--- src/rtl/exhaustive_stim_gen_pkg.sv ---
// Shared definitions for the exhaustive stimulus sequencer: FSM encodings
// and the hold counter width.
package exhaustive_stim_gen_pkg;

   typedef enum logic [1:0] {
      ST_IDLE = 2'd0,
      ST_RUN  = 2'd1,
      ST_DONE = 2'd2
   } state_t;

   localparam int HOLD_W = 16;

endpackage

--- src/rtl/exhaustive_stim_gen_hold_counter.sv ---
// Free-running hold counter that wraps to zero after HOLD_CYCLES counts and
// flags its final count so the sequencer can advance the vector.
module hold_counter
   import exhaustive_stim_gen_pkg::*;
#(
   parameter int unsigned HOLD_CYCLES = 20
) (
   input  logic clk,
   input  logic reset,
   input  logic en,
   input  logic clr,
   output logic terminal
);

   localparam logic [HOLD_W-1:0] LIMIT = HOLD_W'(HOLD_CYCLES - 1);

   logic [HOLD_W-1:0] count;

   assign terminal = (count == LIMIT);

   // Clear dominates enable so the count is parked at zero outside a run.
   always_ff @(posedge clk) begin
      if (reset || clr) begin
         count <= '0;
      end else if (en) begin
         if (terminal) begin
            count <= '0;
         end else begin
            count <= count + 1'b1;
         end
      end
   end

endmodule

--- src/rtl/exhaustive_stim_gen.sv ---
// Restartable, pausable source that walks every WIDTH-bit vector in ascending
// order, holding each for HOLD_CYCLES clocks and strobing sample on the last.
module exhaustive_stim_gen
   import exhaustive_stim_gen_pkg::*;
#(
   parameter int          WIDTH       = 5,
   parameter int unsigned HOLD_CYCLES = 20
) (
   input  logic             clk,
   input  logic             reset,
   input  logic             start,
   input  logic             pause,
   output logic [WIDTH-1:0] vec_out,
   output logic             vec_valid,
   output logic             sample,
   output logic             busy,
   output logic             done
);

   // One extra index bit keeps the terminal compare clear of wrap-around.
   localparam logic [WIDTH:0] LAST_INDEX = {1'b0, {WIDTH{1'b1}}};

   state_t         state;
   state_t         state_next;
   logic [WIDTH:0] index;
   logic [WIDTH:0] index_next;
   logic           hold_en;
   logic           hold_clr;
   logic           terminal;

   hold_counter #(
      .HOLD_CYCLES(HOLD_CYCLES)
   ) u_hold (
      .clk     (clk),
      .reset   (reset),
      .en      (hold_en),
      .clr     (hold_clr),
      .terminal(terminal)
   );

   always_ff @(posedge clk) begin
      if (reset) begin
         state <= ST_IDLE;
         index <= '0;
      end else begin
         state <= state_next;
         index <= index_next;
      end
   end

   always_comb begin
      state_next = state;
      index_next = index;
      hold_en    = 1'b0;
      hold_clr   = 1'b1;
      vec_out    = '0;
      vec_valid  = 1'b0;
      sample     = 1'b0;
      busy       = 1'b0;
      done       = 1'b0;
      case (state)
         ST_IDLE: begin
            if (start) begin
               state_next = ST_RUN;
               index_next = '0;
            end
         end
         ST_RUN: begin
            hold_clr  = 1'b0;
            vec_out   = index[WIDTH-1:0];
            vec_valid = 1'b1;
            busy      = 1'b1;
            // A paused cycle neither counts nor strobes; the strobe recurs once released.
            if (!pause) begin
               hold_en = 1'b1;
               if (terminal) begin
                  sample     = 1'b1;
                  index_next = index + 1'b1;
                  if (index == LAST_INDEX) begin
                     state_next = ST_DONE;
                  end
               end
            end
         end
         ST_DONE: begin
            done = 1'b1;
            if (start) begin
               state_next = ST_RUN;
               index_next = '0;
            end
         end
         default: begin
            state_next = ST_IDLE;
         end
      endcase
   end

endmodule

--- config.mk ---
export PLATFORM = sky130hd
export DESIGN_NAME = exhaustive_stim_gen
export DESIGN_NICKNAME = d
export VERILOG_FILES = /design/src/rtl/exhaustive_stim_gen_pkg.sv /design/src/rtl/exhaustive_stim_gen_hold_counter.sv /design/src/rtl/exhaustive_stim_gen.sv
export SDC_FILE = /design/constraint.sdc
export NUM_CORES = 1
export LEC_CHECK = 0
export ABC_CLOCK_PERIOD_IN_PS = 1750
export CAP_MARGIN = 10
export CORE_MARGIN = 5
export CORE_UTILIZATION = 40
export CTS_CLUSTER_DIAMETER = 120
export DETAILED_ROUTE_END_ITERATION = 10
export SLEW_MARGIN = 20
export SYNTH_ARGS = -nofsm -noshare
export SYNTH_HDL_FRONTEND = slang
export SYNTH_HIERARCHICAL = 1
export SYNTH_SLANG_ARGS = --single-unit
export TNS_END_PERCENT = 1
--- constraint.sdc ---
create_clock -name clk -period 1.75 [get_ports clk]
set_input_delay 0.175 -clock clk [delete_from_list [all_inputs] [get_ports clk]]
set_output_delay 0.175 -clock clk [all_outputs]
set_load 0.1 [all_outputs]
==> results.sh <==
export IMPL_ir_drop_mv=0.401
export IMPL_detail_route_vias_per_cell=5.12
export IMPL_port_buffers=12
export IMPL_routed_wl_mm=2.73
export IMPL_cts_tree="built"
export IMPL_power_density_nw_per_um2=616
export IMPL_die_area_sq_um=4410
export IMPL_min_path_type="reg -> reg"
export IMPL_path_clk_slew_ns=0.14
export IMPL_holdPathStages=2
export IMPL_final_common_cell="dfxtp_1"
export IMPL_regArea_sq_um=483
export IMPL_layout_common_cells="dfxtp_1, nor2_1, buf_4, xnor2_1"
export IMPL_crit_arrival_ns=1.75
export IMPL_setup_viol=3
export IMPL_synth_sequential_area_ratio_pct=37.7
export IMPL_yosys_warnings=6
export IMPL_drt_iter0_markers=43
export IMPL_ys_ff_latch=24
export IMPL_die_x_um=66.4
export IMPL_nets=177
export IMPL_drv_cap=0
export IMPL_fin_crit_ns=1.93
export IMPL_postSynthCellCount=144
export IMPL_cp_start_kind="register"
export IMPL_tightestPinTransition_ns=0.406
export IMPL_rr_worst_depth=8
export IMPL_clockBufferDepth=2
export IMPL_multi_input_area_sq_um=801
export IMPL_io_pins=13
export IMPL_gr_total_overflow=0
export IMPL_avgSynthCellArea_sq_um=8.85
export IMPL_fin_area_sq_um=1750
export IMPL_yosysTopAreaCell="dfxtp_1"
export IMPL_route_detailed_drc=0
export IMPL_avgRoutedWirePerCell_um=12.7
export IMPL_grt_max_degree=18
export IMPL_min_to="index[5]$_SDFFE_PP0P_"
export IMPL_grt_first_pass_wirelength_mm=4.86
export IMPL_final_antenna_net_count=0
export IMPL_reg2reg_slack_ns=-0.06
export IMPL_relSlewSlack_pct=72.8
export IMPL_gr_usage_all_layers_pct=14.2
export IMPL_syn_area_sq_um=1270
export IMPL_min_delay_start="index[5]$_SDFFE_PP0P_"
export IMPL_outcome="complete, but fails checks"
export IMPL_core_sq_um=3050
export IMPL_worstSetupEndpointType="primary output"
export IMPL_initial_core_util_pct=41.7
export IMPL_syn_nets=150
export IMPL_synth_top_area_share_pct=37.7
export IMPL_rsz0062_at_grt="true"
export IMPL_clock_latency_ns=0.32
export IMPL_cts_buffers=3
export IMPL_hold_viol=0
export IMPL_fillCellCount=306
export IMPL_htree_levels=1
export IMPL_synth_cell_types=35
export IMPL_reg2reg_from="u_hold/count[1]$_SDFFE_PP0P_"
export IMPL_cp_required_ns=1.57
export IMPL_path_max_fanout=2
export IMPL_violations="setup timing"
export IMPL_placed_area_sq_um=1600
export IMPL_grt_pass1_vias=1109
export IMPL_clockRootBuffer="clkbuf_4"
export IMPL_finalWorstSetupSlack_ns=-0.180
export IMPL_drive_gt1_share_pct=32.9
export IMPL_vias=1096
export IMPL_dpl_hpwl_mm=1.97
export IMPL_globalplace_congestion=0.803
export IMPL_fin_skew_ns=0.00889
export IMPL_maxSlewViolCount=0
export IMPL_power_total_uw=1080
export IMPL_synth_area_leaders="dfxtp_1, xnor2_1, nor2_1"
export IMPL_syn_to_final_growth_pct=37.5
export IMPL_hold_slack_ns=0.515
export IMPL_num_rows=20
export IMPL_diodes=0
export IMPL_crit_type="reg -> out"
export IMPL_cts_sinks=24
export IMPL_r2r_end="index[5]$_SDFFE_PP0P_"
export IMPL_die_h_um=66.4
export IMPL_p_leak_uw=0.000574
export IMPL_period_share_pct=110
export IMPL_first_pass_iters=4
export IMPL_antenna_found_initial=0
export IMPL_fmax_ghz=0.518
export IMPL_hold_buffers=0
[metrics by stage]
step	TNS [ns]	cells	setup WS [ns]	utilization, %
2_1_floorplan	-1.45	144	-0.319	-
3_3_place_gp	0	206	0.0550	52.5
3_5_place_dp	0	206	0.00689	52.5
4_1_cts	-0.316	214	-0.206	56.6
5_1_grt	-0.882	214	-0.280	57.4
6_report	-0.243	214	-0.180	57.4
[power breakdown]
part,leakage [uW],internal (uW),switching [uW]
combinational,0.000352,46.7,75.1
clock,0.0000279,232,172
sequential,0.000195,550,3.83
[cell type report]
cell class	instances	share of cell area [%]
timing repair buffer	28	19.1
multi-input combinational	108	45.7
clock inverter	1	1.71
tap	44	3.14
inverter	6	1.50
sequential	24	27.6
clock buffer	3	1.29
[worst max-delay path, cell delays in order, from the launching register on]
cell and delay (ns):
dfxtp_2 0.38, ha_4 0.13, and4bb_1 0.20, and4_4 0.22, nand4bb_1 0.12, buf_6 0.14, clkinvlp_4 0.08, buf_12 0.17
[registers in the layout, summed over array words and instances (netlist names)]
signal / cells
state: 2
index: 6
u_hold/count: 16
[routing by layer]
| metal | track usage [%] | vias to the layer above | wire [um] | part of all wire, % |
|---|---|---|---|---|
| met1 | 17.4 | 511 | 1340 | 49 |
| met2 | 23.8 | 23 | 1240 | 45 |
| met5 | 0 | - | 0 | 0 |
| li1 | - | 560 | - | - |
| met3 | 3.23 | 2 | 127 | 4.7 |
| met4 | 5.58 | 0 | 21 | 0.77 |
[Yosys cell counts]
master	number
dfxtp_1	24
nand2_1	5
a31o_2	1
a211oi_2	1
xnor2_1	10
nor4_1	7
ha_1	2
buf_6	1
mux2i_1	5
nand4_1	6
or3b_1	4
clkbuf_1	1
nand3b_1	4
o21ba_2	1
and4_4	1
a211o_4	1
a21oi_1	6
nand3_1	9
nor2b_1	2
inv_1	6
buf_2	3
nor2_1	17
nand3_2	1
and2_1	5
xor2_1	4
nand4bb_1	2
a21o_1	1
a21boi_1	1
nand2b_1	2
nand2b_4	1
nor3_1	6
and4bb_1	1
buf_4	1
o21ai_0	1
and3_1	1
[cell families (layout without fill, tap and decap cells)]
logic type,count (synthesis),after routing,share of synthesized area [%]
xor gates and xnor gates,14,14,9.63
buffers and inverters,12,38,4.71
AOI/OAI and AO/OA,13,13,7.76
muxes,5,5,3.93
and+or+nand+nor,74,74,34.3
adders and majority gates,2,2,1.96
DFF,24,24,37.7
[worst max path at each step]
stage,from,end,slack [ns],depth (start not counted)
6_report,u_hold/count[1]$_SDFFE_PP0P_,sample,-0.18,7
2_1_floorplan,u_hold/count[0]$_SDFFE_PP0P_,index[1]$_SDFFE_PP0P_,-0.32,8
3_3_place_gp,u_hold/count[6]$_SDFFE_PP0P_,index[5]$_SDFFE_PP0P_,0.06,6
3_5_place_dp,pause,u_hold/count[9]$_SDFFE_PP0P_,0.007,6
5_1_grt,u_hold/count[1]$_SDFFE_PP0P_,sample,-0.28,7
4_1_cts,u_hold/count[1]$_SDFFE_PP0P_,sample,-0.21,7
[timing repair]
| item | 4_1_cts | 5_1_grt |
|---|---|---|
| endpoints found under the hold margin | 0 | 0 |
| buffers inserted | 4 | 0 |
| endpoints found under the setup margin | 3 | 10 |
| pin swaps | 2 | 1 |
| gates resized for setup | 11 | 4 |
No activity file was read; power rests on OpenSTA's default activity.
